File: src/rtl/rwy_pkg.sv
// Shared runway types, runway identifiers and the tower lamp encoding.
package rwy_pkg;

  typedef enum logic [1:0] {
    RWY_FREE     = 2'b00,
    RWY_OCCUPIED = 2'b01,
    RWY_CLEAR    = 2'b10
  } rwy_state_t;

  localparam logic RWY_A = 1'b0;
  localparam logic RWY_B = 1'b1;

  localparam logic [3:0] SIGNAL_IDLE = 4'b1011;

  // Lamp word: {always-on, both busy, not both busy, A free}
  function automatic logic [3:0] lamp_word(input logic busy_a_v, input logic busy_b_v);
    return {1'b1, busy_a_v & busy_b_v, ~(busy_a_v & busy_b_v), ~busy_a_v};
  endfunction

endpackage

File: src/rtl/runway_timer.sv
// One runway: FREE -> OCCUPIED -> CLEAR -> FREE, with a shared down-counting timer.
module runway_timer
  import rwy_pkg::*;
#(
  parameter int OCC_CYCLES = 15,
  parameter int GAP_CYCLES = 2,
  parameter int TMR_W      = 4
) (
  input  logic       clk,
  input  logic       rst,
  input  logic       start,
  output logic       busy,
  output rwy_state_t state
);

  localparam logic [TMR_W-1:0] OCC_LOAD = TMR_W'(OCC_CYCLES - 1);
  localparam logic [TMR_W-1:0] GAP_LOAD = TMR_W'(GAP_CYCLES - 1);
  localparam logic [TMR_W-1:0] TMR_ZERO = {TMR_W{1'b0}};
  localparam logic [TMR_W-1:0] TMR_ONE  = TMR_W'(1'b1);

  rwy_state_t       state_r;
  rwy_state_t       state_nxt_s;
  logic [TMR_W-1:0] tmr_r;
  logic [TMR_W-1:0] tmr_nxt_s;
  logic             busy_r;

  // Next-state and timer reload/decrement
  always_comb begin
    state_nxt_s = state_r;
    tmr_nxt_s   = tmr_r;
    case (state_r)
      RWY_FREE: begin
        if (start) begin
          state_nxt_s = RWY_OCCUPIED;
          tmr_nxt_s   = OCC_LOAD;
        end else begin
          state_nxt_s = RWY_FREE;
          tmr_nxt_s   = TMR_ZERO;
        end
      end
      RWY_OCCUPIED: begin
        if (tmr_r == TMR_ZERO) begin
          state_nxt_s = RWY_CLEAR;
          tmr_nxt_s   = GAP_LOAD;
        end else begin
          state_nxt_s = RWY_OCCUPIED;
          tmr_nxt_s   = tmr_r - TMR_ONE;
        end
      end
      RWY_CLEAR: begin
        if (tmr_r == TMR_ZERO) begin
          state_nxt_s = RWY_FREE;
          tmr_nxt_s   = TMR_ZERO;
        end else begin
          state_nxt_s = RWY_CLEAR;
          tmr_nxt_s   = tmr_r - TMR_ONE;
        end
      end
      default: begin
        state_nxt_s = RWY_FREE;
        tmr_nxt_s   = TMR_ZERO;
      end
    endcase
  end

  // State, timer and busy flag registers
  always_ff @(posedge clk) begin
    if (rst) begin
      state_r <= RWY_FREE;
      tmr_r   <= TMR_ZERO;
      busy_r  <= 1'b0;
    end else begin
      state_r <= state_nxt_s;
      tmr_r   <= tmr_nxt_s;
      busy_r  <= (state_nxt_s != RWY_FREE);
    end
  end

  assign busy  = busy_r;
  assign state = state_r;

endmodule

File: src/rtl/runway_scheduler.sv
// Two-runway grant arbiter: emergency-first, then round-robin; drives the tower lamp word.
// Optional request aging is enabled by defining RWY_AGING_EN.
module runway_scheduler
  import rwy_pkg::*;
#(
  parameter int N_REQ      = 4,
  parameter int OCC_CYCLES = 15,
  parameter int GAP_CYCLES = 2,
`ifdef RWY_AGING_EN
  parameter int AGE_LIMIT  = 31,
`endif
  parameter int TMR_W      = 4
) (
  input  logic             clk,
  input  logic             rst,
  input  logic [N_REQ-1:0] req,
  input  logic [N_REQ-1:0] req_land,
  input  logic [N_REQ-1:0] emerg,
  output logic [N_REQ-1:0] grant,
  output logic             grant_rwy,
  output logic             busy_a,
  output logic             busy_b,
  output logic [3:0]       signal
);

  localparam int IDX_W = (N_REQ > 1) ? $clog2(N_REQ) : 1;
  localparam logic [IDX_W:0]   N_REQ_W  = (IDX_W + 1)'(N_REQ);
  localparam logic [IDX_W-1:0] IDX_ZERO = {IDX_W{1'b0}};
  localparam logic [IDX_W-1:0] IDX_ONE  = IDX_W'(1'b1);
  localparam logic [IDX_W-1:0] IDX_LAST = IDX_W'(N_REQ - 1);

  logic [N_REQ-1:0] grant_r;
  logic [N_REQ-1:0] grant_nxt_s;
  logic [N_REQ-1:0] eligible_s;
  logic [N_REQ-1:0] prio_s;
  logic [N_REQ-1:0] aged_s;
  logic             grant_rwy_r;
  logic             grant_valid_s;
  logic             rwy_sel_s;
  logic             rwy_ok_s;
  logic             land_s;
  logic             prio_hit_s;
  logic             rr_hit_s;
  logic             sel_hit_s;
  logic [IDX_W-1:0] ptr_r;
  logic [IDX_W-1:0] ptr_nxt_s;
  logic [IDX_W-1:0] prio_idx_s;
  logic [IDX_W-1:0] rr_idx_s;
  logic [IDX_W-1:0] sel_idx_s;
  logic [IDX_W:0]   rot_sum_s [N_REQ];
  logic [IDX_W-1:0] rot_idx_s [N_REQ];
  logic             start_a_s;
  logic             start_b_s;
  logic             busy_a_s;
  logic             busy_b_s;
  logic             free_a_s;
  logic             free_b_s;
  rwy_state_t       state_a_s;
  rwy_state_t       state_b_s;

`ifdef RWY_AGING_EN
  localparam int AGE_W = $clog2(AGE_LIMIT + 1);
  localparam logic [AGE_W-1:0] AGE_MAX  = AGE_W'(AGE_LIMIT);
  localparam logic [AGE_W-1:0] AGE_ZERO = {AGE_W{1'b0}};
  localparam logic [AGE_W-1:0] AGE_ONE  = AGE_W'(1'b1);

  logic [AGE_W-1:0] wait_r [N_REQ];

  // Saturating wait counters; any grant or dropped request restarts the wait
  always_ff @(posedge clk) begin
    for (int i = 0; i < N_REQ; i++) begin
      if (rst || !req[i] || grant_nxt_s[i]) begin
        wait_r[i] <= AGE_ZERO;
      end else if (wait_r[i] != AGE_MAX) begin
        wait_r[i] <= wait_r[i] + AGE_ONE;
      end else begin
        wait_r[i] <= wait_r[i];
      end
    end
  end

  // Long-waiting slots are promoted into the emergency class
  always_comb begin
    aged_s = {N_REQ{1'b0}};
    for (int i = 0; i < N_REQ; i++) begin
      aged_s[i] = (wait_r[i] >= AGE_MAX);
    end
  end
`else
  assign aged_s = {N_REQ{1'b0}};
`endif

  // Round-robin visiting order starting at the pointer
  always_comb begin
    for (int k = 0; k < N_REQ; k++) begin
      rot_sum_s[k] = {1'b0, ptr_r} + (IDX_W + 1)'(k);
      rot_idx_s[k] = (rot_sum_s[k] >= N_REQ_W) ? IDX_W'(rot_sum_s[k] - N_REQ_W)
                                               : rot_sum_s[k][IDX_W-1:0];
    end
  end

  assign free_a_s = (state_a_s == RWY_FREE);
  assign free_b_s = (state_b_s == RWY_FREE);

  // Slot selection, runway choice and next grant / pointer
  always_comb begin
    // A slot granted this cycle is masked so a late req drop cannot double-grant it
    eligible_s = req & ~grant_r;
    prio_s     = eligible_s & (emerg | aged_s);

    prio_hit_s = 1'b0;
    prio_idx_s = IDX_ZERO;
    for (int i = N_REQ - 1; i >= 0; i--) begin
      prio_hit_s = prio_s[i] ? 1'b1 : prio_hit_s;
      prio_idx_s = prio_s[i] ? IDX_W'(i) : prio_idx_s;
    end

    rr_hit_s = 1'b0;
    rr_idx_s = IDX_ZERO;
    for (int k = N_REQ - 1; k >= 0; k--) begin
      rr_hit_s = eligible_s[rot_idx_s[k]] ? 1'b1 : rr_hit_s;
      rr_idx_s = eligible_s[rot_idx_s[k]] ? rot_idx_s[k] : rr_idx_s;
    end

    sel_hit_s = prio_hit_s | rr_hit_s;
    sel_idx_s = prio_hit_s ? prio_idx_s : rr_idx_s;
    land_s    = req_land[sel_idx_s];

    if (land_s) begin
      if (free_a_s) begin
        rwy_ok_s  = 1'b1;
        rwy_sel_s = RWY_A;
      end else if (free_b_s) begin
        rwy_ok_s  = 1'b1;
        rwy_sel_s = RWY_B;
      end else begin
        rwy_ok_s  = 1'b0;
        rwy_sel_s = RWY_A;
      end
    end else begin
      if (free_b_s) begin
        rwy_ok_s  = 1'b1;
        rwy_sel_s = RWY_B;
      end else if (free_a_s) begin
        rwy_ok_s  = 1'b1;
        rwy_sel_s = RWY_A;
      end else begin
        rwy_ok_s  = 1'b0;
        rwy_sel_s = RWY_B;
      end
    end

    grant_valid_s = sel_hit_s & rwy_ok_s;

    if (grant_valid_s) begin
      grant_nxt_s = N_REQ'(1'b1) << sel_idx_s;
    end else begin
      grant_nxt_s = {N_REQ{1'b0}};
    end

    // Emergency (and promoted) grants leave the rotation untouched
    if (grant_valid_s && !prio_hit_s) begin
      ptr_nxt_s = (sel_idx_s == IDX_LAST) ? IDX_ZERO : (sel_idx_s + IDX_ONE);
    end else begin
      ptr_nxt_s = ptr_r;
    end
  end

  assign start_a_s = grant_valid_s & (rwy_sel_s == RWY_A);
  assign start_b_s = grant_valid_s & (rwy_sel_s == RWY_B);

  // Grant, runway and round-robin pointer registers
  always_ff @(posedge clk) begin
    if (rst) begin
      grant_r     <= {N_REQ{1'b0}};
      grant_rwy_r <= RWY_A;
      ptr_r       <= IDX_ZERO;
    end else begin
      grant_r     <= grant_nxt_s;
      grant_rwy_r <= grant_valid_s ? rwy_sel_s : RWY_A;
      ptr_r       <= ptr_nxt_s;
    end
  end

  runway_timer #(
    .OCC_CYCLES (OCC_CYCLES),
    .GAP_CYCLES (GAP_CYCLES),
    .TMR_W      (TMR_W)
  ) u_rwy_a (
    .clk   (clk),
    .rst   (rst),
    .start (start_a_s),
    .busy  (busy_a_s),
    .state (state_a_s)
  );

  runway_timer #(
    .OCC_CYCLES (OCC_CYCLES),
    .GAP_CYCLES (GAP_CYCLES),
    .TMR_W      (TMR_W)
  ) u_rwy_b (
    .clk   (clk),
    .rst   (rst),
    .start (start_b_s),
    .busy  (busy_b_s),
    .state (state_b_s)
  );

  assign grant     = grant_r;
  assign grant_rwy = grant_rwy_r;
  assign busy_a    = busy_a_s;
  assign busy_b    = busy_b_s;
  // Decoded straight from the busy flops, so it changes on the same edge as busy_a/busy_b
  assign signal    = lamp_word(busy_a_s, busy_b_s);

endmodule

File: config.mk
export PLATFORM = sky130hd
export DESIGN_NAME = runway_scheduler
export DESIGN_NICKNAME = d
export VERILOG_FILES = /design/src/rtl/rwy_pkg.sv /design/src/rtl/runway_timer.sv /design/src/rtl/runway_scheduler.sv
export SDC_FILE = /design/constraint.sdc
export NUM_CORES = 1
export LEC_CHECK = 0
export CAP_MARGIN = 10
export CORE_ASPECT_RATIO = 1.4
export CORE_UTILIZATION = 43
export CTS_CLUSTER_SIZE = 8
export DETAILED_ROUTE_END_ITERATION = 8
export PLACE_DENSITY_LB_ADDON = 0.15
export SLEW_MARGIN = 10
export SYNTH_ARGS = -nofsm -noshare
export SYNTH_HDL_FRONTEND = slang
export SYNTH_SLANG_ARGS = --single-unit
File: constraint.sdc
create_clock -name clk -period 1.8 [get_ports clk]
set_input_delay 0.36 -clock clk [delete_from_list [all_inputs] [get_ports clk]]
set_output_delay 0.36 -clock clk [all_outputs]
set_load 0.01 [all_outputs]
==> impl_metrics.yaml, run 1 <==
sta:
  report.final.slew_viol_count: 0
  timing.final.hold_violations: 0
  fin_skew_ns: 0.00681
  finalCriticalPeriod_ns: 1.91
  slew-limit-headroom_pct: 64.7
  fmax_mhz: 523
  fin_crit_sh_pct: 106
  setup_ws_ns: -0.114
  rsz0062_at_grt: "yes"
  worstMarginPinSlew_ns: 0.525
  setup_viol: 11
flow_run:
  max-cap-violations: 0
yosys:
  synth_warnings: 0
  synth_area_um2: 1270
  synth_nets: 163
  ys_seq_elements: 21
  synth_seq_area_share_pct: 33.1
  syn_avg_cell_area_um2: 8.70
  yosysUniqueCellTypes: 44
  syn_inst: 146
clock_network:
  clockBufferDepth: 2
  cts_htree_levels: 1
  clock-sinks: 21
  path_clk_slew_ns: 0.08
  cts-root-buf: "clkbuf_8"
  insertion_delay_ns: 0.27
  cts_tree: "built"
  hold_buffers: 0
  cts_made_buffers: 3
status:
  failed_checks: "setup timing"
  status: "finished with violations"
setup_path:
  critPathCaptureType: "register"
  path_class: "primary input to register"
  path_max_fanout: 6
  critPathLaunchType: "primary input"
  cp.arrival_ns: 2.06
  crit_start: "emerg[2]"
  reg2reg_from: "grant[0]"
  required_ns: 1.95
global_route:
  grt_pass1_vias: 1177
  grt-ovfl-total: 0
  grt_max_degree: 13
  grt_pass1_wl_mm: 5.14
  track_usage_pct: 22.4
  antenna_found_initial: 0
routing:
  ant_nets: 0
  post_drt_via_cell_ratio: 5.44
  wl_mm: 3.55
  drt-initial-drc-count: 24
  drc: 0
  wire_per_inst_um: 15.3
  num_vias: 1262
  first_pass_iters: 5
place:
  hpwl_mm: 2.36
  io_buffers: 23
  gp_congestion: 0.857
  placed_area_um2: 1650
power_and_ir_drop:
  p_leak_nw: 0.765
  p_total_w: 0.00268
  ir_worst_vdd_v: 0.000827
  p_per_area_nw_per_um2: 1360
floorplan:
  ios: 25
  start_util_pct: 44.6
  chipWidth_um: 47.9
  row_count: 23
  die_y_um: 66.3
  dieArea_um2: 3180
  core-area_um2: 2850
min_path:
  min_from: "u_rwy_a.tmr_r[3]"
  hp-class: "register to register"
layout:
  layout-drive-gt1-share_pct: 38.5
  area_growth_pct: 54.9
  final_common_cell: "buf_4"
  final_util_pct: 69.0
  layout_common_cells: "buf_4, clkdlybuf4s50_1, dfxtp_1"
  nets: 213
  stdcell_area_um2: 1970
  antennaDiodeCount: 0
==> cell families (layout without fill, tap and decap cells) <==
kind of cell	after synthesis	after routing	synth area share, %
and+or+nand+nor	62	62	26.9
AOI/OAI and AO/OA	39	39	26.6
DFF	21	21	33.1
xor gates and xnor gates	7	7	4.83
other	1	1	0.295
adders and majority gates	3	3	2.96
buffers and inverters	13	62	5.32
==> registers in the layout, indices dropped and copies added, names as in the netlist <==
| signal | flops |
|---|---|
| u_rwy_a.tmr_r | 4 |
| u_rwy_a.busy | 1 |
| u_rwy_b.busy | 1 |
| u_rwy_b.state | 2 |
| u_rwy_a.state | 2 |
| grant_rwy | 1 |
| ptr_r | 2 |
| u_rwy_b.tmr_r | 4 |
| grant | 4 |
==> where the power goes <==
part           internal (W)  switching, W
clock network      0.000155      0.000162
registers          0.000637      0.000179
logic              0.000800      0.000752
total               0.00159       0.00109
==> layer usage <==
metal / wire length (um) / vias up / track usage, %
li1: - / 619 / -
met1: 1480 / 591 / 26.8
met2: 1840 / 44 / 37.8
met3: 139 / 8 / 3.83
met4: 97 / 0 / 8.33
met5: 0 / - / 0
==> path summary, 6_finish.rpt <==
kind	end	slack, ns	cells past startpoint
hold / removal	u_rwy_a.tmr_r[3]	0.58	3
hold reg to reg	u_rwy_a.tmr_r[3]	0.58	3
setup reg to reg	u_rwy_b.busy	-0.11	7
setup / recovery	u_rwy_b.busy	-0.11	7
==> worst max-delay path, stage by stage <==
cell and delay, ns:
clkdlybuf4s50_1 0.44, a22oi_2 0.26, a31o_4 0.24, nand3_2 0.10, a2111oi_4 0.37, buf_6 0.19
o32ai_2 0.09
==> what timing repair did <==
item,4_1_cts,5_1_grt
setup buffers,5,3
setup endpoints to repair,16,13
pin swaps,18,11
hold endpoints to repair,0,0
resized for setup,37,20
==> area by class of cell <==
type | instances | area, um^2
clock inverters | 1 | 5.00
multi-input cells | 112 | 980
repair buffers | 49 | 430
flip-flops and latches | 21 | 430
clock buffers | 3 | 41.3
inverters | 9 | 33.8
fillers | 219 | 882
well taps | 37 | 46.3
==> metrics by stage <==
stage,setup WS [ns],hold slack (ns),TNS (ns),instances
3_3_place_gp,-0.555,0.566,-7.64,220
6_report,-0.114,0.580,-0.685,232
5_1_grt,-0.184,0.616,-1.50,232
4_1_cts,-0.0717,0.583,-0.331,229
2_1_floorplan,-0.00258,0.532,-0.00470,146
3_5_place_dp,-0.593,0.589,-8.12,220
==> synth_stat cells, drive strengths merged <==
master   number  share of area [%]
a41o          1               0.79
or3           1               0.49
ha            3                3.0
or3b          2                1.4
and2          1               0.49
xnor2         3                2.1
o21a          2                1.2
o32ai         3                2.7
a21oi         3                1.2
and2b         1               0.59
o221ai        1               0.69
nand2        14                4.3
dfxtp        21                 33
o22ai         1               0.49
and4          1               0.69
o21bai        1               0.59
nor2         10                3.0
a32oi         1               0.69
a31o          1               0.69
a22oi         2                2.0
a22o          1               0.69
inv           9                2.7
nor4          1               0.49
o31ai         3                1.8
conb          1               0.30
nand2b        6                3.0
nor3b         3                1.8
clkbuf        1               0.30
a211oi        2                1.2
nor3         11                4.3
nand3         2               0.79
nor2b         9                5.6
o311ai        1                1.3
a31oi         1               0.99
buf           3                2.4
xor2          4                2.8
a2111oi       2                4.3
o21ai        13                5.4
(Power assumes the default switching activity.)
==> inputs of run 2 (changes only) <==
--- a/config.mk
+++ b/config.mk
@@ -5,9 +5,11 @@
 export SDC_FILE = /design/constraint.sdc
 export NUM_CORES = 1
 export LEC_CHECK = 0
+export ABC_AREA = 1
 export CAP_MARGIN = 10
 export CORE_ASPECT_RATIO = 1.4
 export CORE_UTILIZATION = 43
+export CTS_CLUSTER_DIAMETER = 50
 export CTS_CLUSTER_SIZE = 8
 export DETAILED_ROUTE_END_ITERATION = 8
 export PLACE_DENSITY_LB_ADDON = 0.15
==> impl_metrics.yaml, run 2 <==
clock_network:
  cts-root-buf: "clkbuf_8"
  hold_buffers: 0
  cts_made_buffers: 3
  cts_tree: "built"
  path_clk_slew_ns: 0.07
  insertion_delay_ns: 0.26
  cts_htree_levels: 1
  clock-sinks: 21
  clockBufferDepth: 2
setup_path:
  path_max_fanout: 4
  critPathCaptureType: "register"
  path_class: "register to register"
  required_ns: 1.96
  r2r_cells: 17
  cp.arrival_ns: 2.02
  crit_start: "ptr_r[0]"
  regToRegSetupSlack_ns: -0.06
  reg2reg_to: "u_rwy_b.busy"
  critPathLaunchType: "register"
  reg2reg_from: "ptr_r[0]"
  critPathCapture: "u_rwy_b.busy"
routing:
  drc: 0
  wire_per_inst_um: 11.9
  drt-initial-drc-count: 42
  first_pass_iters: 4
  ant_nets: 0
  wl_mm: 3.36
  post_drt_via_cell_ratio: 4.95
  num_vias: 1402
yosys:
  synth_nets: 215
  synth-edff-count: 0
  synth_area_um2: 1320
  yosysUniqueCellTypes: 32
  synth_top_cell_by_area: "dfxtp_1"
  yosys.area_share.simple_pct: 35.7
  synth_warnings: 0
  ys_seq_elements: 21
  synth_seq_area_share_pct: 31.8
  syn_inst: 198
  ys.flop_type: "dfxtp_1"
  yosysTopAreaCellShare_pct: 31.8
  synth.most_common_cell: "inv_1"
  synth_common_cells: "inv_1, nand2_1, dfxtp_1"
  async_flop_share_pct: 0
  syn_avg_cell_area_um2: 6.67
  synth_xor_area_share_pct: 3.22
  synthMuxAreaShare_pct: 0
  synth_top_family_by_area: "simple AND/OR/NAND/NOR gates"
  synth_fa_ha_area_share_pct: 2.84
  yosys-top-cells-area: "dfxtp_1, inv_1, nand2_1"
  synth-compound-area-share_pct: 11.3
sta:
  report.final.slew_viol_count: 0
  whs_ns: 0.485
  fmax_mhz: 537
  setup_viol: 9
  fin_skew_ns: 0.00325
  fin_crit_sh_pct: 103
  timing.final.hold_violations: 0
  rsz0062_at_grt: "yes"
  setup_ws_ns: -0.0619
  finalCriticalPeriod_ns: 1.86
layout:
  layout-drive-gt1-share_pct: 32.1
  final_util_pct: 66.7
  layout_common_cells: "inv_1, nand2_1, buf_4"
  area_growth_pct: 45.4
  nets: 264
  antennaDiodeCount: 0
  final_common_cell: "inv_1"
floorplan:
  ios: 25
  chipWidth_um: 48.8
  core-area_um2: 2880
  die_y_um: 67.6
  dieArea_um2: 3300
  start_util_pct: 45.9
  row_count: 23
global_route:
  antenna_found_initial: 0
  grt_pass1_vias: 1310
  track_usage_pct: 21.0
  grt_max_degree: 12
  grt-ovfl-total: 0
  grt_pass1_wl_mm: 5.32
min_path:
  min_from: "u_rwy_a.tmr_r[0]"
  hp-class: "register to register"
place:
  gp_congestion: 0.787
  hpwl_mm: 2.44
  io_buffers: 23
power_and_ir_drop:
  p_per_area_nw_per_um2: 1580
  ir_worst_vdd_v: 0.000946
  p_leak_nw: 0.961
status:
  failed_checks: "setup timing"
  status: "finished with violations"
flow_run:
  max-cap-violations: 0
## run 2: critical path, cell delays in order (launching register included)
cell and delay [ns]:
dfxtp_2 0.35, buf_6 0.14, inv_8 0.05, nand3_4 0.05
buf_4 0.10, nand4_1 0.17, nand2_1 0.11, nand2_1 0.06
nand3_2 0.11, nand2_4 0.07, nand2_2 0.06, nand3_2 0.09
nand3_4 0.12, nand2_4 0.06, nand2_4 0.07, nand2_2 0.06
nand2_2 0.05, nand2_1 0.05
## run 2: how the worst min path moves through the flow
stage | to | slack (ns) | cells after the start
global placement | u_rwy_a.tmr_r[0] | 0.46 | 1
CTS | u_rwy_a.tmr_r[0] | 0.48 | 1
detailed placement | u_rwy_a.tmr_r[0] | 0.47 | 1
floorplan | u_rwy_a.tmr_r[0] | 0.44 | 1
finish | u_rwy_a.tmr_r[0] | 0.49 | 1
global route | u_rwy_a.tmr_r[0] | 0.49 | 1
## run 2: repair_timing
item | CTS | global route
pin swaps | 20 | 15
buffers inserted | 2 | 3
setup endpoints to repair | 16 | 16
gates resized for setup | 28 | 20
## run 2: per-layer routing
layer  GRT usage, %  wire length (um)  vias to the layer above  share of wire, %
met1           21.1              1220                      655                36
li1               -                 -                      703                 -
met5              0                 0                        -                 0
met4           11.4                87                        0               2.6
met2           42.7              1950                       33                58
met3           1.58               101                       11               3.0
## run 2: report_power, final
| group | switching (W) | leakage [nW] | internal, W |
|---|---|---|---|
| logic | 0.00108 | 0.763 | 0.000870 |
| registers | 0.000130 | 0.175 | 0.000646 |
| clock network | 0.000143 | 0.0228 | 0.000158 |
| total | 0.00136 | 0.961 | 0.00167 |
## run 2: cell families after synthesis
group / after synthesis
AO/OA/AOI/OAI: 25
other: 1
adder cells (fa/ha/maj): 3
XOR/XNOR: 4
buffers and inverters: 49
flip-flops: 21
AND/OR/NAND/NOR: 95
## run 2: stage by stage
stage               area (um^2)  instances  total power, W  setup slack (ns)  setup TNS (ns)
detailed placement         1710        274         0.00245            -0.552           -7.70
global placement           1710        274         0.00240            -0.502           -7.01
global route               1920        283         0.00329            -0.218           -1.90
floorplan                  1320        198         0.00189             0.101               0
finish                     1920        283         0.00303           -0.0619          -0.248
CTS                        1860        280         0.00292           -0.0850          -0.501
## run 2: layout make-up
class,count,area [um^2]
tap,37,46.3
timing repair buffer,46,394
multi-input combinational,128,825
fill,273,958
sequential,21,425
clock buffer,4,45.0
inverter,47,184
==> inputs of run 3 (changes only) <==
--- a/config.mk
+++ b/config.mk
@@ -8,7 +8,7 @@
 export ABC_AREA = 1
 export CAP_MARGIN = 10
 export CORE_ASPECT_RATIO = 1.4
-export CORE_UTILIZATION = 43
+export CORE_UTILIZATION = 46
 export CTS_CLUSTER_DIAMETER = 50
 export CTS_CLUSTER_SIZE = 8
 export DETAILED_ROUTE_END_ITERATION = 8
==> impl_metrics.yaml, run 3 (synthesis results as in run 2) <==
global_route:
  grt_max_degree: 12
  track_usage_pct: 25.8
  antenna_found_initial: 0
  grt-ovfl-total: 0
  grt_pass1_wl_mm: 5.76
  grt_pass1_vias: 1418
clock_network:
  clockBufferDepth: 2
  cts_tree: "built"
  path_clk_slew_ns: 0.11
  cts-root-buf: "clkbuf_4"
  clock-sinks: 21
  cts_htree_levels: 1
  insertion_delay_ns: 0.30
  cts_made_buffers: 3
routing:
  num_vias: 1390
  drt-initial-drc-count: 45
  wl_mm: 3.35
  first_pass_iters: 4
  post_drt_via_cell_ratio: 4.93
  wire_per_inst_um: 11.9
  drc: 0
  ant_nets: 0
setup_path:
  critPathCaptureType: "register"
  path_cells: "buf_6 > inv_6 > nand3_4 > nand2_4 > nand2_2 > nand2_1 > inv_1 > nand2_1 > nand2_1 > nand2_1 > nand3_2 > nand2_4 > nand2_2 > nand3_2 > nand3_4 > nand3_4 > nand2_1 > nand2_1 > nand2_1"
  required_ns: 2.01
  path_class: "register to register"
  r2r_cells: 19
  crit_slowest_cell: "dfxtp_2"
  cp.arrival_ns: 2.08
  crit_path_frequent_cell: "nand2_1"
  crit_path_max_incr_delay_ns: 0.35
  path_max_fanout: 5
  critPathLaunchType: "register"
floorplan:
  start_util_pct: 49.4
  dieArea_um2: 3090
  chipWidth_um: 47.3
  ios: 25
  die_y_um: 65.4
  core-area_um2: 2670
  row_count: 22
flow_run:
  max-cap-violations: 0
sta:
  fin_skew_ns: 0.00178
  rsz0062_at_grt: "yes"
  fin_crit_sh_pct: 104
  worstMarginPinSlew_ns: 0.504
  setup_ws_ns: -0.0744
  report.final.slew_viol_count: 0
  setup_viol: 11
  timing.final.hold_violations: 0
  fmax_mhz: 533
  finalCriticalPeriod_ns: 1.87
  slew-limit-headroom_pct: 66.0
  whs_ns: 0.495
  fin_setup_tns_ns: -0.448
power_and_ir_drop:
  p_leak_nw: 0.950
  p_total_w: 0.00292
  p_per_area_nw_per_um2: 1560
  ir_worst_vdd_v: 0.00101
place:
  gp_congestion: 0.899
  io_buffers: 23
  hpwl_mm: 2.62
  dp_slack_ns: -0.548
layout:
  layout_common_cells: "inv_1, nand2_1, buf_4"
  antennaDiodeCount: 0
  layout-drive-gt1-share_pct: 29.7
  final_util_pct: 70.2
  nets: 264
  area_growth_pct: 41.9
  final_common_cell: "inv_1"
status:
  status: "finished with violations"
  failed_checks: "setup timing"
min_path:
  hold_depth: 1
  hp-class: "register to register"
## run 3: cell count changes in the layout (fill, tap and decap cells not counted), moves of 2 or more
cell and change:
nand3_4 -2, nand3_2 +2, dlygate4sd2_1 +3, clkbuf_2 -3
clkbuf_4 +3, clkbuf_8 -3
## run 3: worst paths after layout
| kind | to | slack, ns | startpoint |
|---|---|---|---|
| worst max-delay path | u_rwy_a.busy | -0.07 | ptr_r[0] |
| worst min-delay path | u_rwy_b.tmr_r[0] | 0.49 | u_rwy_b.tmr_r[0] |
| worst max register to register | u_rwy_a.busy | -0.07 | ptr_r[0] |
| worst min register to register | u_rwy_b.tmr_r[0] | 0.49 | u_rwy_b.tmr_r[0] |
## run 3: what timing repair did
item | CTS | global route
endpoints found under the setup margin | 15 | 15
gates resized for setup | 28 | 7
setup buffers | 4 | 1
pin swaps | 20 | 5
hold buffers | 0 | 0
## run 3: final cells by class
class | instances | area [um^2]
fillers | 234 | 797
multi-input cells | 128 | 791
flip-flops and latches | 21 | 424
repair buffers | 46 | 405
inverters | 47 | 181
well taps | 36 | 45.0
clock buffers | 4 | 26.3
## run 3: through the flow
stage          instances  cell area (um^2)
2_1_floorplan        198              1320
3_3_place_gp         273              1710
3_5_place_dp         273              1710
4_1_cts              281              1850
5_1_grt              282              1870
6_report             282              1870
## run 3: per-layer routing
metal	share of wire (%)	GRT usage, %	up-vias	wire length [um]
met1	38	25.6	643	1290
met3	2.7	1.65	8	90
li1	-	-	700	-
met2	56	50.2	39	1890
met5	0	0	-	0
met4	2.4	11.1	0	82
## run 3: critical path, delay by kind of cell (launching register included)
kind | cells | cell delay [ns]
buffers and inverters | 3 | 0.24
DFF | 1 | 0.35
and+or+nand+nor | 16 | 1.20
## run 3: power breakdown
group          leakage [nW]  total (W)  internal, W  switching (W)
registers             0.175   0.000769     0.000643       0.000126
logic                 0.760    0.00193     0.000859        0.00107
clock network        0.0150   0.000222    0.0000864       0.000136
